<file path="src/rtl/odometer_ro_meas_core_if.sv">
// Control and result bundle between the odometer register file and the
// ring-oscillator measurement core.
interface odometer_ro_meas_core_if #(
    parameter int CNT_WIDTH = 16,
    parameter int WIN_WIDTH = 16
);
    logic                        start_i;
    logic                        abort_i;
    logic [WIN_WIDTH-1:0]        win_len_i;
    logic                        ro_ref_i;
    logic                        ro_str_i;
    logic                        busy_o;
    logic                        done_o;
    logic [CNT_WIDTH-1:0]        ref_cnt_o;
    logic [CNT_WIDTH-1:0]        str_cnt_o;
    logic signed [CNT_WIDTH:0]   delta_o;
    logic                        sat_o;

    modport master (
        output start_i, abort_i, win_len_i, ro_ref_i, ro_str_i,
        input  busy_o, done_o, ref_cnt_o, str_cnt_o, delta_o, sat_o
    );

    modport slave (
        input  start_i, abort_i, win_len_i, ro_ref_i, ro_str_i,
        output busy_o, done_o, ref_cnt_o, str_cnt_o, delta_o, sat_o
    );
endinterface

</file>
<file path="src/rtl/odometer_ro_meas_core.sv">
// Counts reference and stressed ring-oscillator edges over a programmed window
// of pclk_02 cycles and publishes both counts, their difference and a saturation flag.
module odometer_ro_meas_core #(
    parameter int CNT_WIDTH   = 16,
    parameter int WIN_WIDTH   = 16,
    parameter int SYNC_STAGES = 2
) (
    input  logic                    pclk_02,
    input  logic                    preset_02,
    odometer_ro_meas_core_if.slave  bus
);

    typedef enum logic [1:0] {IDLE, ARM, COUNT} state_t;

    state_t                    state_q, state_d;
    logic [WIN_WIDTH-1:0]      win_q, win_d;
    logic [CNT_WIDTH-1:0]      ref_q, ref_d, str_q, str_d;
    logic                      sat_q, sat_d;
    logic                      busy_q, busy_d, done_q, done_d;
    logic [CNT_WIDTH-1:0]      ref_res_q, ref_res_d, str_res_q, str_res_d;
    logic signed [CNT_WIDTH:0] delta_q, delta_d;
    logic                      sat_res_q, sat_res_d;

    logic [SYNC_STAGES-1:0]    ref_sync_q, str_sync_q;
    logic                      ref_dly_q, str_dly_q;
    logic                      ref_edge, str_edge;
    logic [CNT_WIDTH:0]        ref_inc, str_inc;

    // Returns {overflow_attempt, next_count}; the count sticks at all-ones.
    function automatic logic [CNT_WIDTH:0] sat_inc(input logic [CNT_WIDTH-1:0] cnt,
                                                   input logic inc);
        if (!inc)
            return {1'b0, cnt};
        if (&cnt)
            return {1'b1, cnt};
        return {1'b0, cnt + CNT_WIDTH'(1)};
    endfunction

    function automatic logic signed [CNT_WIDTH:0] diff(input logic [CNT_WIDTH-1:0] a,
                                                       input logic [CNT_WIDTH-1:0] b);
        return $signed({1'b0, a}) - $signed({1'b0, b});
    endfunction

    assign ref_edge = ref_sync_q[SYNC_STAGES-1] & ~ref_dly_q;
    assign str_edge = str_sync_q[SYNC_STAGES-1] & ~str_dly_q;

    // Synchronizers and edge detectors free-run so no stale edge survives IDLE.
    always_ff @(posedge pclk_02 or posedge preset_02) begin
        if (preset_02) begin
            ref_sync_q <= '0;
            str_sync_q <= '0;
            ref_dly_q  <= 1'b0;
            str_dly_q  <= 1'b0;
        end else begin
            ref_sync_q <= {ref_sync_q[SYNC_STAGES-2:0], bus.ro_ref_i};
            str_sync_q <= {str_sync_q[SYNC_STAGES-2:0], bus.ro_str_i};
            ref_dly_q  <= ref_sync_q[SYNC_STAGES-1];
            str_dly_q  <= str_sync_q[SYNC_STAGES-1];
        end
    end

    always_ff @(posedge pclk_02 or posedge preset_02) begin
        if (preset_02) begin
            state_q   <= IDLE;
            win_q     <= '0;
            ref_q     <= '0;
            str_q     <= '0;
            sat_q     <= 1'b0;
            busy_q    <= 1'b0;
            done_q    <= 1'b0;
            ref_res_q <= '0;
            str_res_q <= '0;
            delta_q   <= '0;
            sat_res_q <= 1'b0;
        end else begin
            state_q   <= state_d;
            win_q     <= win_d;
            ref_q     <= ref_d;
            str_q     <= str_d;
            sat_q     <= sat_d;
            busy_q    <= busy_d;
            done_q    <= done_d;
            ref_res_q <= ref_res_d;
            str_res_q <= str_res_d;
            delta_q   <= delta_d;
            sat_res_q <= sat_res_d;
        end
    end

    always_comb begin
        state_d   = state_q;
        win_d     = win_q;
        ref_d     = ref_q;
        str_d     = str_q;
        sat_d     = sat_q;
        done_d    = 1'b0;
        ref_res_d = ref_res_q;
        str_res_d = str_res_q;
        delta_d   = delta_q;
        sat_res_d = sat_res_q;
        ref_inc   = sat_inc(ref_q, ref_edge);
        str_inc   = sat_inc(str_q, str_edge);

        case (state_q)
            IDLE: begin
                if (bus.start_i && !bus.abort_i && (bus.win_len_i != '0)) begin
                    win_d   = bus.win_len_i;
                    state_d = ARM;
                end
            end
            ARM: begin
                if (bus.abort_i) begin
                    state_d = IDLE;
                end else begin
                    ref_d   = '0;
                    str_d   = '0;
                    sat_d   = 1'b0;
                    state_d = COUNT;
                end
            end
            COUNT: begin
                if (bus.abort_i) begin
                    state_d = IDLE;
                end else begin
                    ref_d = ref_inc[CNT_WIDTH-1:0];
                    str_d = str_inc[CNT_WIDTH-1:0];
                    sat_d = sat_q | ref_inc[CNT_WIDTH] | str_inc[CNT_WIDTH];
                    win_d = win_q - WIN_WIDTH'(1);
                    // Last counted cycle: publish counts including this cycle's edges.
                    if (win_q == WIN_WIDTH'(1)) begin
                        state_d   = IDLE;
                        done_d    = 1'b1;
                        ref_res_d = ref_d;
                        str_res_d = str_d;
                        delta_d   = diff(ref_d, str_d);
                        sat_res_d = sat_d;
                    end
                end
            end
            default: state_d = IDLE;
        endcase

        busy_d = (state_d != IDLE);
    end

    assign bus.busy_o    = busy_q;
    assign bus.done_o    = done_q;
    assign bus.ref_cnt_o = ref_res_q;
    assign bus.str_cnt_o = str_res_q;
    assign bus.delta_o   = delta_q;
    assign bus.sat_o     = sat_res_q;

endmodule

</file>
<file path="src/flat_wrapper.sv">
// flat-port wrapper written by rule: the top's interface ports become plain ports
module odometer_ro_meas_core_flat 
#(
    parameter int CNT_WIDTH   = 16,
    parameter int WIN_WIDTH   = 16,
    parameter int SYNC_STAGES = 2
)
  (pclk_02, preset_02, bus_start_i, bus_abort_i, bus_win_len_i, bus_ro_ref_i, bus_ro_str_i, bus_busy_o, bus_done_o, bus_ref_cnt_o, bus_str_cnt_o, bus_delta_o, bus_sat_o);
  odometer_ro_meas_core_if #(.CNT_WIDTH(CNT_WIDTH), .WIN_WIDTH(WIN_WIDTH)) bus_i ();
  input  logic pclk_02;
  input  logic preset_02;
  input wire logic [$bits(bus_i.start_i)-1:0] bus_start_i;
  input wire logic [$bits(bus_i.abort_i)-1:0] bus_abort_i;
  input wire logic [$bits(bus_i.win_len_i)-1:0] bus_win_len_i;
  input wire logic [$bits(bus_i.ro_ref_i)-1:0] bus_ro_ref_i;
  input wire logic [$bits(bus_i.ro_str_i)-1:0] bus_ro_str_i;
  output wire logic [$bits(bus_i.busy_o)-1:0] bus_busy_o;
  output wire logic [$bits(bus_i.done_o)-1:0] bus_done_o;
  output wire logic [$bits(bus_i.ref_cnt_o)-1:0] bus_ref_cnt_o;
  output wire logic [$bits(bus_i.str_cnt_o)-1:0] bus_str_cnt_o;
  output wire logic [$bits(bus_i.delta_o)-1:0] bus_delta_o;
  output wire logic [$bits(bus_i.sat_o)-1:0] bus_sat_o;
  assign bus_i.start_i = bus_start_i;
  assign bus_i.abort_i = bus_abort_i;
  assign bus_i.win_len_i = bus_win_len_i;
  assign bus_i.ro_ref_i = bus_ro_ref_i;
  assign bus_i.ro_str_i = bus_ro_str_i;
  assign bus_busy_o = bus_i.busy_o;
  assign bus_done_o = bus_i.done_o;
  assign bus_ref_cnt_o = bus_i.ref_cnt_o;
  assign bus_str_cnt_o = bus_i.str_cnt_o;
  assign bus_delta_o = bus_i.delta_o;
  assign bus_sat_o = bus_i.sat_o;
  odometer_ro_meas_core #(.CNT_WIDTH(CNT_WIDTH), .WIN_WIDTH(WIN_WIDTH), .SYNC_STAGES(SYNC_STAGES)) u_core (.pclk_02(pclk_02), .preset_02(preset_02), .bus(bus_i));
endmodule
</file>
<file path="config.mk">
export PLATFORM = sky130hd
export DESIGN_NAME = odometer_ro_meas_core_flat
export DESIGN_NICKNAME = d
export VERILOG_FILES = /design/src/rtl/odometer_ro_meas_core_if.sv /design/src/rtl/odometer_ro_meas_core.sv /design/src/flat_wrapper.sv
export SDC_FILE = /design/constraint.sdc
export NUM_CORES = 1
export LEC_CHECK = 0
export BUFFER_PORTS_ARGS = -buffer_cell sky130_fd_sc_hd__buf_2
export CORE_ASPECT_RATIO = 0.9
export CORE_MARGIN = 2
export CORE_UTILIZATION = 53
export CTS_CLUSTER_SIZE = 8
export DETAILED_ROUTE_END_ITERATION = 8
export PLACE_DENSITY = 0.79
export SYNTH_ARGS = -nofsm -noshare
export SYNTH_HDL_FRONTEND = slang
export SYNTH_SLANG_ARGS = --single-unit
</file>
<file path="constraint.sdc">
create_clock -name pclk_02 -period 3.6 [get_ports pclk_02]
set_clock_uncertainty 0.05 [all_clocks]
set_input_delay 0.72 -clock pclk_02 [delete_from_list [all_inputs] [get_ports pclk_02]]
set_output_delay 0.72 -clock pclk_02 [all_outputs]
set_load 0.01 [all_outputs]
</file>
==> results.cfg <==
[clock_network]
clk_pin_slew_worst_paths_ns = 0.07
cts_num_sinks = 109
cts_buffers = 9
cts_tree = done
cts-root-buf = clkbuf_16
holdBufCountCts = 0
clock_latency_ns = 0.36
cts_htree_levels = 3
clockBufferDepth = 2

[critical_path]
setup.worst_path.start = u_core.ref_q[1]
cp-start-kind = flop
r2r_cells = 17
worstSetupPathType = reg -> reg
r2r_start = u_core.ref_q[1]
critPathMaxFanout = 3
end_kind = flop
arrival_ns = 3.92
cp.required_ns = 3.85
r2r-end = u_core.bus.delta_o[13]
crit_end = u_core.bus.delta_o[13]
r2r_slack_ns = -0.07

[yosys]
ys.flop_type = dfrtp_1
syn_avg_cell_area_um2 = 8.822
postSynth.asyncResetShare_pct = 100.0
synth_top_area_share_pct = 46.56
syn_nets = 702
synth_top_area_cell = dfrtp_1
yosysWarnings = 0
ys_top_cells_by_count = nand2_1 (122), dfrtp_1 (109), o21ai_0 (94)
synth_seq_cells = 109
synth_edf_count = 0
synth_seq_area_share_pct = 46.56
synth_area_leaders = dfrtp_1 (47%), o21ai_0 (8.0%), nand2_1 (7.8%), a21oi_1 (3.6%), ha_1 (3.2%)
yosysUniqueCellTypes = 63
syn_inst = 664
synth.most_common_cell = nand2_1
syn-cell-area_mm2 = 0.005858

[timing]
grt_setup_unrepaired = yes
slew_viol_final = 0
finalCritPeriodShare_pct = 101.9
hold_viol_final = 0
fin_ws_ns = -0.06902
max_slew.worst_pin.slew_ns = 1.134
setup_tns_ns = -0.06902
relSlewSlack_pct = 24.35
period_minus_slack_ns = 3.669
fmax_ghz = 0.2726
setup_viol = 1

[status]
status = finished with violations
violations = setup timing

[global_route]
antenna_found_initial = 0
grt_pass1_vias = 5207
track_usage_pct = 26.62
grt_pass1_wl_mm = 25.43
grt_start_max_net_pins = 90
gr-total-overflow = 0

[routing]
drc = 0
drtIter0Drc = 438
drt-pass1-iter-count = 4
viasPerCell = 5.819
wl_per_cell_um = 16.68
wirelength_mm = 15.81
vias = 5516
drtAntennaViolNets = 0

[power_and_ir_drop]
total_power_uw = 2842
vdd_drop_max_uv = 312.6
power_leakage_uw = 0.003503
powerDensity_mw_per_mm2 = 372.4

[floorplanning]
dieHeight_um = 103.7
io-pin-count = 74
fp-row-count = 36
die_x_um = 114.8
start_util_pct = 54.19
coreArea_mm2 = 0.01081
die_area_mm2 = 0.01191

[finish]
diodes = 0
synthToLayoutAreaGrowth_pct = 30.26
drive_gt1_share_pct = 29.69
final_util_pct = 70.59
fillerInstances = 836
nets = 848

[min_path]
hold_path.class = reg -> reg

[placement]
hpwlAfterDp_mm = 10.94
io_buffer_count = 73
place_congestion = 0.9479
place_ws_ns = -0.2363

[job]
cap_violations = 0
## repair_timing
| item | in CTS | in global routing |
|---|---|---|
| resized for setup | 35 | 22 |
| setup buffers | 13 | 12 |
| endpoints found under the setup margin | 4 | 7 |
| pin swaps | 15 | 17 |
## per-layer routing
layer / vias up / routed length [um] / share of wire (%) / track usage, %
met1: 2616 / 6969 / 44 / 36.96
met3: 25 / 989 / 6.3 / 5.676
met5: - / 0 / 0 / 0
li1: 2643 / - / - / -
met4: 0 / 312 / 2.0 / 7.057
met2: 232 / 7540 / 48 / 42.48
## report_power, final
| part | switching [uW] | leakage [uW] | total [uW] | internal [uW] |
|---|---|---|---|---|
| sequential | 62.2 | 0.00147 | 1350 | 1280 |
| clock | 470 | 0.000151 | 1030 | 565 |
| combinational | 246 | 0.00189 | 461 | 215 |
| total | 778 | 0.00350 | 2840 | 2060 |
## cell usage in the layout (no fill, tap or decap), types with 6 or more instances in the layout
| master | Yosys | final |
|---|---|---|
| a211oi_1 | 6 | 6 |
| nand2_1 | 122 | 118 |
| nor2_1 | 39 | 37 |
| buf_2 | 1 | 73 |
| and3_1 | 6 | 6 |
| xor2_1 | 10 | 8 |
| dfrtp_1 | 109 | 109 |
| xnor2_1 | 21 | 15 |
| o31ai_1 | 7 | 7 |
| nand3_1 | 21 | 19 |
| nand2b_1 | 8 | 8 |
| nor3_1 | 16 | 16 |
| buf_4 | 1 | 88 |
| o21ai_0 | 94 | 87 |
| inv_1 | 17 | 15 |
| nor4_1 | 6 | 6 |
| nand4_1 | 8 | 8 |
| ha_4 | 0 | 6 |
| ha_1 | 15 | 7 |
| clkbuf_16 | 0 | 9 |
| a21oi_1 | 42 | 37 |
| or3_1 | 6 | 6 |
## logic make-up (layout without fill, tap and decap cells)
logic type / count (synthesis) / count (layout) / share of synthesized area, %
AO/OA/AOI/OAI: 188 / 188 / 19.52
XOR/XNOR: 32 / 32 / 4.912
adder cells (fa/ha/maj): 16 / 16 / 3.546
buffers and inverters: 47 / 198 / 3.097
flip-flops: 109 / 109 / 46.56
multiplexers: 4 / 4 / 0.7048
AND/OR/NAND/NOR: 268 / 268 / 21.66
## area by class of cell
cell class	count	area [um^2]	share of cell area (%)
multi-input cells	508	3287	43.07
repair buffers	164	1069	14.00
clock buffers	10	239.0	3.132
inverters	18	71.32	0.9346
clock inverters	6	71.32	0.9346
flip-flops and latches	109	2728	35.74
well taps	133	166.4	2.181
## registers in the layout, indices dropped and copies added, names as in the netlist
signal and flops:
u_core.ref_sync_q 2, u_core.state_q 2, u_core.bus.done_o 1, u_core.str_dly_q 1
u_core.bus.delta_o 17, u_core.bus.str_cnt_o 16, u_core.str_sync_q 2, u_core.ref_q 16
u_core.bus.sat_o 1, u_core.bus.busy_o 1, u_core.str_q 16, u_core.ref_dly_q 1
u_core.sat_q 1, u_core.bus.ref_cnt_o 16, u_core.win_q 16
## worst min-delay path by stage
stage               slack, ns              endpoint                  from  depth (start not counted)
floorplan                0.28  u_core.ref_sync_q[1]  u_core.ref_sync_q[0]                          0
global placement         0.28  u_core.str_sync_q[1]  u_core.str_sync_q[0]                          0
detailed placement       0.28  u_core.str_sync_q[1]  u_core.str_sync_q[0]                          0
CTS                      0.30  u_core.str_sync_q[1]  u_core.str_sync_q[0]                          0
global route             0.32  u_core.ref_sync_q[1]  u_core.ref_sync_q[0]                          0
finish                   0.30  u_core.str_sync_q[1]  u_core.str_sync_q[0]                          0
## stage by stage
| step | cell area, um^2 | hold slack (ns) | cells |
|---|---|---|---|
| after floorplan | 5898 | 0.2812 | 664 |
| after global placement | 6849 | 0.2849 | 910 |
| after detailed placement | 6849 | 0.2847 | 910 |
| after CTS | 7471 | 0.3008 | 939 |
| after global routing | 7631 | 0.3206 | 948 |
| final | 7631 | 0.2983 | 948 |
## critical path, cell delays in order (launching register included)
cell      delay, ns
dfrtp_1        0.37
ha_2           0.20
nand4_1        0.15
nor2_2         0.15
nand2_2        0.08
nand2_2        0.11
mux2i_2        0.22
inv_1          0.09
ha_1           0.27
nor2b_1        0.13
o21a_1         0.19
o21ai_2        0.18
a21oi_2        0.10
o31ai_4        0.26
a211oi_2       0.11
o311a_1        0.37
or4b_1         0.48
nand3_1        0.09
Note: power is estimated with default switching activity, not from simulation.
